[src/rtl/sr_pkg.sv]
// Shared types and width helpers for the serial-network shift-register clock blocks.
package sr_pkg;

  typedef enum logic [1:0] {
    IDLE = 2'd0,
    LOW  = 2'd1,
    HIGH = 2'd2,
    DONE = 2'd3
  } srState_e;

  // Bits needed to hold 0..value-1, never less than one.
  function automatic int widthOf(input int value);
    if (value <= 1) begin
      return 1;
    end else begin
      return $clog2(value);
    end
  endfunction

endpackage

[src/rtl/sr_half_period_cnt.sv]
// DIV-cycle divider: counts 0..DIV-1 while enabled, wrapping to 0; tc flags the last cycle.
module sr_half_period_cnt
  import sr_pkg::*;
#(
  parameter int DIV = 4
) (
  input  logic                      clk,
  input  logic                      rst,
  input  logic                      clr,
  input  logic                      load,
  input  logic [widthOf(DIV)-1:0]   loadVal,
  input  logic                      en,
  output logic                      tc
);

  localparam int CW = widthOf(DIV);
  localparam logic [CW-1:0] TERM = CW'(DIV - 1);

  logic [CW-1:0] cnt;

  // Divider counter: clear beats load beats count.
  always_ff @(posedge clk or negedge rst) begin
    if (!rst) begin
      cnt <= {CW{1'b0}};
    end else if (clr) begin
      cnt <= {CW{1'b0}};
    end else if (load) begin
      cnt <= loadVal;
    end else if (en) begin
      if (cnt == TERM) begin
        cnt <= {CW{1'b0}};
      end else begin
        cnt <= cnt + CW'(1);
      end
    end else begin
      cnt <= cnt;
    end
  end

  assign tc = (cnt == TERM);

endmodule

[src/rtl/sr_clock_gen.sv]
// Frame-counted, clock-divided data-clock generator for the shift-register chains.
// Optional clock polarity input enabled by defining SRCLK_CPOL_EN.
module sr_clock_gen
  import sr_pkg::*;
#(
  parameter int NUM_CH = 4,
  parameter int DIV    = 4,
  parameter int BITS   = 8
) (
  input  logic                       clk,
  input  logic                       rst,
  input  logic                       start,
  input  logic [NUM_CH-1:0]          ch_mask,
  input  logic                       abort,
`ifdef SRCLK_CPOL_EN
  input  logic                       cpol,
`endif
  output logic                       busy,
  output logic                       done,
  output logic [NUM_CH-1:0]          data_clk,
  output logic                       sample_stb,
  output logic                       shift_stb,
  output logic [widthOf(BITS)-1:0]   bit_idx
);

  localparam int IW = widthOf(BITS);
  localparam logic [IW-1:0] LAST_BIT = IW'(BITS - 1);

  srState_e          state;
  logic [NUM_CH-1:0] maskLat;
  logic              cpolLat;
  logic              cpolIn;
  logic              phaseEnd;
  logic              cntEn;
  logic              cntClr;
  logic [NUM_CH-1:0] idleLvl;
  logic [NUM_CH-1:0] activeLvl;

`ifdef SRCLK_CPOL_EN
  assign cpolIn = cpol;
`else
  assign cpolIn = 1'b0;
`endif

  // Divider control and output levels derived from the latched frame setup.
  always_comb begin
    cntEn     = (state == LOW) || (state == HIGH);
    cntClr    = !cntEn || abort;
    idleLvl   = {NUM_CH{cpolLat}};
    activeLvl = maskLat ^ idleLvl;
  end

  sr_half_period_cnt #(
    .DIV (DIV)
  ) uHalfPeriod (
    .clk     (clk),
    .rst     (rst),
    .clr     (cntClr),
    .load    (1'b0),
    .loadVal ({widthOf(DIV){1'b0}}),
    .en      (cntEn),
    .tc      (phaseEnd)
  );

  // Frame FSM with all handshake, strobe and clock outputs registered.
  always_ff @(posedge clk or negedge rst) begin
    if (!rst) begin
      state      <= IDLE;
      busy       <= 1'b0;
      done       <= 1'b0;
      data_clk   <= {NUM_CH{1'b0}};
      sample_stb <= 1'b0;
      shift_stb  <= 1'b0;
      bit_idx    <= {IW{1'b0}};
      maskLat    <= {NUM_CH{1'b0}};
      cpolLat    <= 1'b0;
    end else begin
      done       <= 1'b0;
      sample_stb <= 1'b0;
      shift_stb  <= 1'b0;
      case (state)
        IDLE: begin
          // abort outranks a start presented in the same cycle
          if (start && !abort && (ch_mask != {NUM_CH{1'b0}})) begin
            maskLat  <= ch_mask;
            cpolLat  <= cpolIn;
            data_clk <= {NUM_CH{cpolIn}};
            bit_idx  <= {IW{1'b0}};
            busy     <= 1'b1;
            state    <= LOW;
          end else begin
            state <= IDLE;
          end
        end
        LOW: begin
          if (abort) begin
            state    <= IDLE;
            busy     <= 1'b0;
            data_clk <= idleLvl;
            bit_idx  <= {IW{1'b0}};
          end else if (phaseEnd) begin
            state      <= HIGH;
            data_clk   <= activeLvl;
            sample_stb <= 1'b1;
          end else begin
            state <= LOW;
          end
        end
        HIGH: begin
          if (abort) begin
            state    <= IDLE;
            busy     <= 1'b0;
            data_clk <= idleLvl;
            bit_idx  <= {IW{1'b0}};
          end else if (phaseEnd) begin
            data_clk  <= idleLvl;
            shift_stb <= 1'b1;
            if (bit_idx == LAST_BIT) begin
              state <= DONE;
              busy  <= 1'b0;
              done  <= 1'b1;
            end else begin
              state   <= LOW;
              bit_idx <= bit_idx + IW'(1);
            end
          end else begin
            state <= HIGH;
          end
        end
        DONE: begin
          state   <= IDLE;
          bit_idx <= {IW{1'b0}};
        end
        default: begin
          state    <= IDLE;
          busy     <= 1'b0;
          data_clk <= idleLvl;
          bit_idx  <= {IW{1'b0}};
        end
      endcase
    end
  end

endmodule

[config.mk]
export PLATFORM = sky130hd
export DESIGN_NAME = sr_clock_gen
export DESIGN_NICKNAME = d
export VERILOG_FILES = /design/src/rtl/sr_pkg.sv /design/src/rtl/sr_half_period_cnt.sv /design/src/rtl/sr_clock_gen.sv
export SDC_FILE = /design/constraint.sdc
export NUM_CORES = 1
export LEC_CHECK = 0
export CORE_MARGIN = 2
export CORE_UTILIZATION = 35
export DETAILED_ROUTE_END_ITERATION = 10
export SLEW_MARGIN = 20
export SYNTH_ARGS = -nofsm -noshare
export SYNTH_HDL_FRONTEND = slang
export SYNTH_SLANG_ARGS = --single-unit
[constraint.sdc]
create_clock -name clk -period 1.7 [get_ports clk]
set_input_delay 0.17 -clock clk [delete_from_list [all_inputs] [get_ports clk]]
set_output_delay 0.17 -clock clk [all_outputs]
set_load 0.005 [all_outputs]
# Word-level counts from Yosys, hierarchy flattened
# Index checks and enable logic that the tools add are counted.
# totals
regBits,19
output_inout_bits,11
word_cells,72
# classes
addsub,2
n_eq_ne,11
muxes,36
reduce_logical,14
# ops
op,n
two-way mux 4 bit,5
two-way mux 2 bit,8
two-way mux 3 bit,5
two-way mux 1 bit,14
case mux 3 bit (4 select lines),1
case mux 4 bit (3 select lines),1
!= test 3 bit (second input constant),3
case mux 2 bit (4 select lines),1
AND reduction 4 bit,2
equality test 2 bit (second input constant),3
AND reduction 5 bit,1
!= test 2 bit (second input constant),2
nonzero test 4 bit,1
adder 3 x 1 -> 3 bit (second input constant),1
equality test 3 bit (second input constant),1
!= test 3 x 2 -> 1 bit (second input constant),1
case mux 1 bit (3 select lines),1
nonzero test 3 bit,1
adder 2 x 1 -> 2 bit (second input constant),1
equality test 2 x 1 -> 1 bit (second input constant),1
logical AND 1 bit,2
zero test 1 bit,2
zero test 2 bit,1
logical OR 1 bit,2
other kinds (2),2

# Depth between registers and ports, before layout
# Gate-level depths: netlist (run 1).
# logic_depth
ltp_word,5
depth_mapped,6
depth_no_buf,6

# By module
# A second synthesis (run 1) with hierarchy kept.
# hier_totals
cells_unflattened,87
hier_area_um2,1033.5
# by_module_without_submodules
mod,instances,cells_each,area_each_um2,seq_area_each_um2
sr_clock_gen,1,76,907.1,425.4
sr_half_period_cnt,1,11,126.4,50.0

# Least setup slack after synthesis (run 1)
# No wires, ideal clock.
# synth_timing
path_kind,register to register
start,register bit_idx[0]
end,register bit_idx[0]
t_arrival_ns,1.416
required_ns,1.575
setup_slack_ns,0.159
path_stages_with_launch,7
path_buffers,0
path_cell_list,dfrtp_1 -> ha_1 -> ha_1 -> nand2b_1 -> a21oi_1 -> nand2_1 -> mux2_2
# synth_between
elab_chain_cells,5
word_cells_on_any_way,8
cone_classes,add/sub (1); eq/ne (2); mux (4); reduce/logical (1)
# synth_lines
element,line,rtl
"start, declared",sr_clock_gen.sv:23,output logic [widthOf(BITS)-1:0] bit_idx
"start signal, assigned",sr_clock_gen.sv:74,bit_idx <= {IW{1'b0}};
"start signal, assigned",sr_clock_gen.sv:88,bit_idx <= {IW{1'b0}};
"start signal, assigned",sr_clock_gen.sv:100,bit_idx <= {IW{1'b0}};
adder 3 x 1 -> 3 bit,sr_clock_gen.sv:124,bit_idx <= bit_idx + IW'(1);
two-way mux 3 bit,sr_clock_gen.sv:118,if (bit_idx == LAST_BIT) begin
two-way mux 3 bit,sr_clock_gen.sv:115,end else if (phaseEnd) begin
two-way mux 3 bit,sr_clock_gen.sv:110,if (abort) begin
case mux 3 bit (4 select lines),sr_clock_gen.sv:81,case (state)
# Several ways; a longest one is shown, not always the timed one. The select of a mux whose other input is x is not followed.
# A chain may end at the register's enable or synchronous reset.

# Worst setup path after layout (run 1)
# Ends and elaborated chain as after synthesis.

==> run summary, run 1 <==
GRT overflow: 0
DRC errors left: 0
Core Util, Final: 49.45%
DRT iter0 DRCs: 6
post-place instance area: 1205 um^2
Synth Register Bits: 19
Worst-Skew Late Latency: 0.30 ns
switching power: 220.1 uW
Worst EP required: 1.94 ns
Post-Synthesis Net Count: 96
wire per inst: 13.17 um
Core Area: 2522 um^2
worst-margin pin slew: 0.2870 ns
hold bufs inserted after CTS: 0
Via density: 4.863
Seq pwr share: 57.3%
post-synth top area share: 49.87%
Clk Tree Root Cell: clkbuf_4
Netlist cell types: 27
WS Path Type: reg2reg
Die Wd: 56.19 um
cell row count: 18
# H-tree levels: 1
clock-pin transition on the worst setup and hold timing paths: 0.11 ns
clk buf depth: 2
Via Count: 676
Routability Congestion: 0.8093
Tmin final: 1.630 ns
combinational share of power: 16.5%
DPL Wire Length: 1355 um
Tot GR Track Use: 12.82%
cell with the most instances on the worst path: ha_1
Ports: 19
switching part of the total power: 25.28%
ys flop type: dfrtp_1
post-synthesis sequential area ratio: 49.87%
power per cell area: 698.0 nW/um^2
critical path startpoint category: flop
maximum vdd ir drop: 543.4 uV
top cells by area, synth: dfrtp_1, ha_1, mux2_2, mux2i_1, inv_1
fmax: 613.3 MHz
Initial Util: 37.80%
Pre-antenna DRT Iters: 2
Die Area: 3157 um^2
share of layout cells above drive strength 1: 20.18%
Synth area leader: dfrtp_1
asr flop ratio synth: 100.0%
setup violators final: 0
crit end category: flop
synthesized instance count: 80
Num CTS Buffers: 3
status: finished, final reports clean
RSZ-0062 raised after global routing: no
vias in the first global route: 683
Post-Route WL: 1830 um
CP max FO: 3
post-CTS setup buffers: 0
clock share of power: 26.2%
antenna-violating nets left: 0
most common cell in the netlist: dfrtp_1
final period utilization: 95.91%
chip height: 56.19 um
multi-input combinational cell area: 432.9 um^2
CP cell instances: ha_1, ha_1, nand2b_1, buf_4, nor2_1, and3_4, mux2_2
Resize count post-CTS: 0
Ant. Diodes: 0
CTS tree: built
post-layout power: 870.7 uW
first-pass GRT wire length: 3146 um
Critical Path AT: 1.87 ns
number of synthesized flops with an enable pin: 0
Worst path max stage delay: 0.40 ns
FILL cells: 251
max_slew headroom: 80.87%
Syn Std Cell Area: 953.4 um^2
largest net degree at the start of global routing: 20
Commonest cells post-synth: dfrtp_1, inv_1, ha_1, nand2_1, mux2_2
Hold Vio Cnt, Final: 0
YS warnings: 0
Net count, final: 126
Setup Skew: 0.005521 ns
CP max-delay cell: dfrtp_1
area delta synth->final: 30.84%
Min-Delay Path Class: in2async
max-slew violations: 0
Port Buffers: 18
P_int: 650.6 uW
number of clock sinks: 19
initial antenna violation count: 0
Syn Area/Cell: 11.92 um^2
Register Area: 475.5 um^2
Static Leak: 0.5832 nW
Design Area, Final: 1247 um^2
max_cap viols: 0
==> per-layer routing <==
metal  GRT usage, %  vias up  share of wire [%]
met3          4.651        2                5.6
met4          3.061        0               0.71
met2          20.50       18                 46
met5              0        -                  0
li1               -      331                  -
met1          16.47      325                 47
==> final cells by class <==
cell class              count  share of cell area [%]
clock inverters             1                  0.4012
repair buffers             26                   19.26
multi-input cells          51                   34.70
well taps                  30                   3.009
flip-flops and latches     19                   38.11
clock buffers               3                   1.805
inverters                   9                   2.708
==> cell families after synthesis <==
logic type | synth area share [%]
compound gates | 9.450
fa+ha+maj | 10.50
buf+inv | 4.724
flops | 49.87
mux | 10.10
simple gates | 15.36
==> worst max-delay path, delay by kind of cell, from the launching register on <==
kind                       cells  cell delay (ns)
and+or+nand+nor                3             0.49
adders and majority gates      2             0.41
DFF                            1             0.40
buffers and inverters          1             0.15
muxes                          1             0.14
==> cell usage in the layout, fill, tap and decap left out, drive strengths merged, types with 2 or more instances in the layout <==
| master | Yosys | final |
|---|---|---|
| nor2 | 3 | 3 |
| clkdlybuf4s50 | 0 | 18 |
| ha | 8 | 8 |
| a21oi | 2 | 2 |
| nor3 | 2 | 2 |
| nor2b | 2 | 2 |
| clkbuf | 0 | 3 |
| and3 | 2 | 2 |
| o21ai | 2 | 2 |
| nand2b | 2 | 2 |
| nand2 | 8 | 8 |
| mux2i | 4 | 4 |
| inv | 9 | 9 |
| buf | 1 | 8 |
| mux2 | 5 | 5 |
| dfrtp | 19 | 19 |
| a22o | 2 | 2 |
==> final timing paths <==
| kind | from | to | slack, ns | cells after the start |
|---|---|---|---|---|
| worst max-delay path | bit_idx[0] | bit_idx[0] | 0.07 | 7 |
| worst min-delay path | rst | sample_stb | 0.18 | 2 |
| worst max register to register | bit_idx[0] | bit_idx[0] | 0.07 | 7 |
| worst min register to register | uHalfPeriod.cnt[0] | uHalfPeriod.cnt[0] | 0.44 | 1 |
| max in group asynchronous | rst | bit_idx[2] | 1.31 | 2 |
| min in group clk | uHalfPeriod.cnt[0] | uHalfPeriod.cnt[0] | 0.44 | 1 |
==> power by group through the flow <==
stage	sequential [mW]	combinational (mW)	clock, mW
6_report	0.499	0.144	0.228
5_1_grt	0.503	0.159	0.260
3_3_place_gp	0.508	0.143	0
2_1_floorplan	0.506	0.0750	0
3_5_place_dp	0.508	0.146	0
4_1_cts	0.499	0.147	0.239
==> state kept, by name, indices dropped and copies added (netlist names) <==
signal / flops
bit_idx: 3
busy: 1
data_clk: 4
done: 1
maskLat: 4
sample_stb: 1
shift_stb: 1
state: 2
uHalfPeriod.cnt: 2
==> through the flow <==
stage | hold slack (ns) | worst slack (ns) | instances | setup TNS (ns)
after floorplan | -0.1256 | 0.1592 | 80 | 0
after global placement | 0.4250 | -0.002063 | 133 | -0.002063
after detailed placement | 0.4342 | -0.02740 | 133 | -0.09258
after CTS | 0.1896 | 0.05999 | 137 | 0
after global routing | 0.2299 | 0.006568 | 139 | 0
final | 0.1831 | 0.06951 | 139 | 0
No activity file was read; power rests on OpenSTA's default activity.
==> inputs of run 2 (changes only) <==
ABC_AREA = 1   (was default)
PLACE_DENSITY = 0.63   (was default)
==> run summary, run 2 <==
Worst EP required: 1.90 ns (was 1.94 ns)
Die Wd: 57.28 um (was 56.19 um)
Final TNS setup: 0 ns (unchanged)
main combinational cell family by area after synthesis: simple AND/OR/NAND/NOR gates (unchanged)
Setup Skew: 0.005914 ns (was 0.005521 ns)
Syn Std Cell Area: 993.5 um^2 (was 953.4 um^2)
post-CTS setup buffers: 0 (unchanged)
Worst-Skew Late Latency: 0.30 ns (about the same)
post-synthesis simple-gate area fraction: 30.60% (was 15.35%)
post-synthesis sequential area ratio: 47.86% (was 49.87%)
worst r2r src: bit_idx[0] (unchanged)
final period utilization: 84.90% (was 95.91%)
CTS tree: built (unchanged)
Ant. Diodes: 0 (unchanged)
max_cap viols: 0 (unchanged)
Design Area, Final: 1235 um^2 (was 1247 um^2)
Post-Synthesis Net Count: 130 (was 96)
clock-pin transition on the worst setup and hold timing paths: 0.11 ns (about the same)
post-synth top area share: 47.86% (was 49.87%)
Synth Area in XOR/XNOR: 0% (unchanged)
Static Leak: 0.6197 nW (was 0.5832 nW)
multiplexer area fraction after synthesis: 0% (was 10.10%)
RR Endpoint: bit_idx[2] (was bit_idx[0])
number of synthesized flops with an enable pin: 0 (unchanged)
Ports: 19 (unchanged)
WS Path Type: reg2reg (unchanged)
Critical Path AT: 1.65 ns (was 1.87 ns)
commonest non-fill, non-tap cells in the layout: nand2_1, dfrtp_1, clkdlybuf4s50_1 (was dfrtp_1, clkdlybuf4s50_1, inv_1)
Net count, final: 153 (was 126)
first-pass GRT wire length: 3256 um (was 3146 um)
commonest non-fill, non-tap cell in the layout: nand2_1 (was dfrtp_1)
Worst R2R Setup Slack: 0.26 ns (was 0.07 ns)
hold bufs inserted after CTS: 0 (unchanged)
Worst path max stage delay: 0.43 ns (was 0.40 ns)
CP max FO: 5 (was 3)
power per cell area: 1083 nW/um^2 (was 698.0 nW/um^2)
Synth area leader: dfrtp_1 (unchanged)
Netlist cell types: 21 (was 27)
cell row count: 19 (was 18)
ys flop type: dfrtp_1 (unchanged)
Hold Vio Cnt, Final: 0 (unchanged)
DRC errors left: 0 (unchanged)
crit path from: bit_idx[0] (unchanged)
chip height: 57.28 um (was 56.19 um)
clk buf depth: 2 (unchanged)
initial antenna violation count: 0 (unchanged)
Via Count: 799 (was 676)
vias in the first global route: 768 (was 683)
Via density: 4.784 (was 4.863)
crit end category: flop (unchanged)
adder-cell area share of the yosys netlist: 10.08% (was 10.50%)
Pre-antenna DRT Iters: 4 (was 2)
DRT iter0 DRCs: 19 (was 6)
Port Buffers: 18 (unchanged)
Die Area: 3280 um^2 (was 3157 um^2)
number of clock sinks: 19 (unchanged)
asr flop ratio synth: 100.0% (unchanged)
Min-Delay Path Class: in2async (unchanged)
fmax: 692.8 MHz (was 613.3 MHz)
synthesized instance count: 114 (was 80)
Non-Filler Instances: 167 (was 139)
Clk Tree Root Cell: clkbuf_4 (unchanged)
top cells by area, synth: dfrtp_1, nand2_1, ha_1, inv_1, nor2_1 (was dfrtp_1, ha_1, mux2_2, mux2i_1, inv_1)
Post-Route WL: 1909 um (was 1830 um)
GRT overflow: 0 (unchanged)
Initial Util: 36.34% (was 37.80%)
DPL Wire Length: 1483 um (was 1355 um)
share of layout cells above drive strength 1: 10.29% (was 20.18%)
Commonest cells post-synth: nand2_1, dfrtp_1, inv_1, nor2_1, ha_1 (was dfrtp_1, inv_1, ha_1, nand2_1, mux2_2)
max_slew headroom: 80.31% (was 80.87%)
YS warnings: 0 (unchanged)
Synth Area in Compound Gates: 3.904% (was 9.449%)
CP max-delay cell: dfrtp_1 (unchanged)
most common cell in the netlist: nand2_1 (was dfrtp_1)
CP cell instances: ha_1, ha_1, o21ai_2, nand3_4, nand2_1, nand2_1 (was ha_1, ha_1, nand2b_1, buf_4, nor2_1, and3_4, mux2_2)
Synth Register Bits: 19 (unchanged)
Core Area: 2734 um^2 (was 2522 um^2)
setup violators final: 0 (unchanged)
post-place instance area: 1209 um^2 (was 1205 um^2)
Tot GR Track Use: 13.03% (was 12.82%)
Routability Congestion: 0.7977 (was 0.8093)
FF-to-FF path depth: 6 (was 7)
area delta synth->final: 24.31% (was 30.84%)
crit path capture: bit_idx[2] (was bit_idx[0])
critical path startpoint category: flop (unchanged)
FILL cells: 271 (was 251)
worst-margin pin slew: 0.2953 ns (was 0.2870 ns)
Resize count post-CTS: 0 (unchanged)
largest net degree at the start of global routing: 20 (unchanged)
Inst Count DP: 163 (was 133)
max-slew violations: 0 (unchanged)
Num CTS Buffers: 3 (unchanged)
wire per inst: 11.43 um (was 13.17 um)
Syn Area/Cell: 8.715 um^2 (was 11.92 um^2)
maximum vdd ir drop: 704.1 uV (was 543.4 uV)
# H-tree levels: 1 (unchanged)
RSZ-0062 raised after global routing: no (unchanged)
antenna-violating nets left: 0 (unchanged)
status: finished, final reports clean (unchanged)
Tmin final: 1.443 ns (was 1.630 ns)
largest registers: data_clk: 4 flops, maskLat: 4 flops, bit_idx: 3 flops (unchanged)
run 2: changes by cell type in the layout (fill, tap and decap cells not counted), moves of 4 or more:
cell / previous run / this run
buf_4: 8 / 1
inv_1: 9 / 14
mux2_2: 5 / 0
mux2i_1: 4 / 0
nand2_1: 8 / 27
nand3_1: 0 / 7
nor2_1: 3 / 14
run 2: how the worst min path moves through the flow:
stage | slack, ns | depth (start not counted) | endpoint | from
after floorplan | -0.13 | 0 | bit_idx[0] | rst
after global placement | 0.43 | 1 | uHalfPeriod.cnt[0] | uHalfPeriod.cnt[0]
after detailed placement | 0.44 | 1 | uHalfPeriod.cnt[0] | uHalfPeriod.cnt[0]
after CTS | 0.19 | 2 | maskLat[1] | rst
after global routing | 0.20 | 2 | uHalfPeriod.cnt[1] | rst
final | 0.19 | 2 | busy | rst
run 2: kinds of logic (layout without fill, tap and decap cells):
logic type	Yosys count	in the layout
simple gates	62	62
flops	19	19
buf+inv	18	40
fa+ha+maj	8	8
compound gates	7	7
run 2: layout make-up:
type | count | area (um^2) | area share, %
multi-input cells | 77 | 442.9 | 35.87
clock buffers | 4 | 26.28 | 2.128
repair buffers | 19 | 187.7 | 15.20
well taps | 31 | 38.79 | 3.141
inverters | 17 | 63.81 | 5.167
flip-flops and latches | 19 | 475.5 | 38.50
run 2: metrics by stage:
step / setup WS (ns) / hold WS [ns] / utilization (%) / total power [mW]
global placement: 0.2528 / 0.4254 / 44.21 / 1.104
global route: 0.1611 / 0.2044 / 45.17 / 1.450
finish: 0.2567 / 0.1852 / 45.17 / 1.337
detailed placement: 0.2331 / 0.4365 / 44.21 / 1.122
CTS: 0.2568 / 0.1856 / 45.17 / 1.360
floorplan: 0.3772 / -0.1256 / - / 0.9600
run 2: where the power goes:
part	internal (mW)	switching [mW]	total, mW	leakage, nW
clock network	0.0915	0.143	0.235	0.0150
logic	0.217	0.288	0.505	0.351
registers	0.555	0.0430	0.598	0.254
run 2: per-layer routing:
| metal | GRT usage, % | wire [um] | up-vias | share of wire, % |
|---|---|---|---|---|
| met5 | 0 | 0 | - | 0 |
| met4 | 6.312 | 36 | 0 | 1.9 |
| met3 | 4.762 | 104 | 4 | 5.4 |
| met2 | 20.69 | 930 | 23 | 49 |
| met1 | 15.66 | 836 | 369 | 44 |
| li1 | - | - | 403 | - |
run 2: worst max-delay path: cells and delay by family, from the launching register on:
family                     cells  cell delay, ns
adders and majority gates      2            0.42
AOI/OAI and AO/OA              1            0.27
and+or+nand+nor                3            0.22
DFF                            1            0.43
==> inputs of run 3 (changes only) <==
clock period = 1.49 ns   (was 1.7 ns; I/O delays follow)
==> run summary, run 3 (synthesis gave the netlist of run 2 again) <==
status: finished, final reports clean (unchanged)
worst-margin pin slew: 0.2459 ns (was 0.2953 ns)
Pre-antenna DRT Iters: 4 (unchanged)
commonest non-fill, non-tap cell in the layout: nand2_1 (unchanged)
Ports: 19 (unchanged)
Critical Path AT: 1.27 ns (was 1.65 ns)
Tmin final: 1.417 ns
Net count, final: 154 (was 153)
WP buf/inv: 2 (was 0)
CP max FO: 3 (was 5)
share of layout cells above drive strength 1: 11.68% (was 10.29%)
post-place instance area: 1216 um^2 (was 1209 um^2)
post-CTS setup buffers: 0 (unchanged)
Die Area: 3280 um^2 (unchanged)
Worst-Skew Late Latency: 0.29 ns (was 0.30 ns)
antenna-violating nets left: 0 (unchanged)
setup violators final: 0 (unchanged)
Tot GR Track Use: 12.46% (was 13.03%)
Via Count: 781 (was 799)
maximum vdd ir drop: 815.7 uV (was 704.1 uV)
Initial Util: 36.34% (unchanged)
area delta synth->final: 26.07% (was 24.31%)
Num CTS Buffers: 3 (unchanged)
largest net degree at the start of global routing: 20 (unchanged)
WS Path Type: reg2out (was reg2reg)
max_cap viols: 0 (unchanged)
RSZ-0062 raised after global routing: no (unchanged)
fmax: 705.7 MHz
clock-pin transition on the worst setup and hold timing paths: 0.11 ns (about the same)
Design Area, Final: 1252 um^2 (was 1235 um^2)
FF-to-FF path depth: 6 (unchanged)
Port Buffers: 18 (unchanged)
crit end category: primary output (was flop)
final period utilization: 95.11%
DPL Wire Length: 1545 um (was 1483 um)
post-layout power: 1.521 mW (was 1.337 mW)
Die Wd: 57.28 um (unchanged)
first-pass GRT wire length: 3153 um (was 3256 um)
Worst path top cell family by delay: buffers and inverters (was flip-flops)
DRC errors left: 0 (unchanged)
RR Endpoint: bit_idx[1] (was bit_idx[2])
Worst EP required: 1.34 ns (was 1.90 ns)
cell row count: 19 (unchanged)
CP max-delay cell: clkdlybuf4s50_1 (was dfrtp_1)
Clk Tree Root Cell: clkbuf_4 (unchanged)
CTS tree: built (unchanged)
largest registers: data_clk: 4 flops, maskLat: 4 flops, bit_idx: 3 flops (unchanged)
vias in the first global route: 744 (was 768)
DRT iter0 DRCs: 17 (was 19)
CP cell instances: buf_4, clkdlybuf4s50_1 (was ha_1, ha_1, o21ai_2, nand3_4, nand2_1, nand2_1)
number of clock sinks: 19 (unchanged)
Final TNS setup: 0 ns (unchanged)
initial antenna violation count: 0 (unchanged)
max_slew headroom: 83.61% (was 80.31%)
# H-tree levels: 1 (unchanged)
worst r2r src: bit_idx[1] (was bit_idx[0])
critical path startpoint category: flop (unchanged)
Via density: 4.649 (was 4.784)
wire per inst: 11.14 um (was 11.43 um)
hold bufs inserted after CTS: 0 (unchanged)
multi-input combinational cell area: 452.9 um^2 (was 442.9 um^2)
Static Leak: 0.6260 nW (was 0.6197 nW)
Post-Route WL: 1872 um (was 1909 um)
Routability Congestion: 0.8772 (was 0.7977)
FILL cells: 273 (was 271)
commonest non-fill, non-tap cells in the layout: nand2_1, dfrtp_1, clkdlybuf4s50_1 (unchanged)
Worst path max stage delay: 0.49 ns (was 0.43 ns)
power per cell area: 1214 nW/um^2 (was 1083 nW/um^2)
Min-Delay Path Class: in2async (unchanged)
Hold Vio Cnt, Final: 0 (unchanged)
Resize count post-CTS: 0 (unchanged)
GRT overflow: 0 (unchanged)
Worst R2R Setup Slack: 0.12 ns (was 0.26 ns)
Setup Skew: 0.003535 ns (was 0.005914 ns)
clk buf depth: 2 (unchanged)
chip height: 57.28 um (unchanged)
Core Area: 2734 um^2 (unchanged)
Ant. Diodes: 0 (unchanged)
max-slew violations: 0 (unchanged)
Register Area: 475.5 um^2 (unchanged)
## run 3: cell count changes in the layout (fill, tap and decap cells not counted)
| cell | change |
|---|---|
| buf_4 | +1 |
| nor2_1 | -1 |
| nor2_2 | +1 |
| o21ai_2 | -1 |
| o21ai_4 | +1 |
## run 3: worst max-delay path by stage
stage | cells past startpoint | slack (ns) | startpoint | to
2_1_floorplan | 6 | 0.17 | bit_idx[0] | bit_idx[0]
3_3_place_gp | 6 | 0.07 | abort | state[0]
3_5_place_dp | 8 | 0.07 | abort | busy
4_1_cts | 2 | 0.05 | bit_idx[0] | bit_idx[0]
5_1_grt | 9 | 0.001 | state[1] | busy
6_report | 2 | 0.07 | bit_idx[0] | bit_idx[0]
## run 3: routing by layer
layer  share of wire [%]  global-route usage, %
met5                   0                      0
met4                0.85                  2.990
met3                 3.5                  4.762
met2                  49                  20.69
met1                  46                  15.38
## run 3: worst register-to-register path: stages, from the launching register on
cell,delay (ns)
dfrtp_1,0.41
ha_1,0.19
ha_1,0.23
o21ai_4,0.22
nand3_4,0.10
nand2_1,0.06
nand2_1,0.05
## run 3: through the flow
stage | hold WS [ns] | utilization (%) | setup slack [ns] | cells
after CTS | 0.1859 | 45.45 | 0.05185 | 168
after detailed placement | 0.4394 | 44.49 | 0.07381 | 164
final | 0.1897 | 45.81 | 0.07290 | 168
after floorplan | -0.1466 | - | 0.1672 | 114
after global routing | 0.1881 | 45.81 | 0.001388 | 168
after global placement | 0.4323 | 44.49 | 0.07246 | 164
## run 3: area by class of cell
cell class                      instances  share of cell area (%)
Multi-Input combinational cell         77                   36.16
Inverter                               17                   5.095
Clock buffer                            4                   2.098
Timing Repair Buffer                   20                   15.58
Tap cell                               31                   3.097
Sequential cell                        19                   37.96
## run 3: power breakdown
group / leakage, nW / switching [mW] / internal (mW)
combinational: 0.357 / 0.325 / 0.248
clock: 0.0150 / 0.153 / 0.104
sequential: 0.254 / 0.0573 / 0.633
total: 0.626 / 0.535 / 0.985
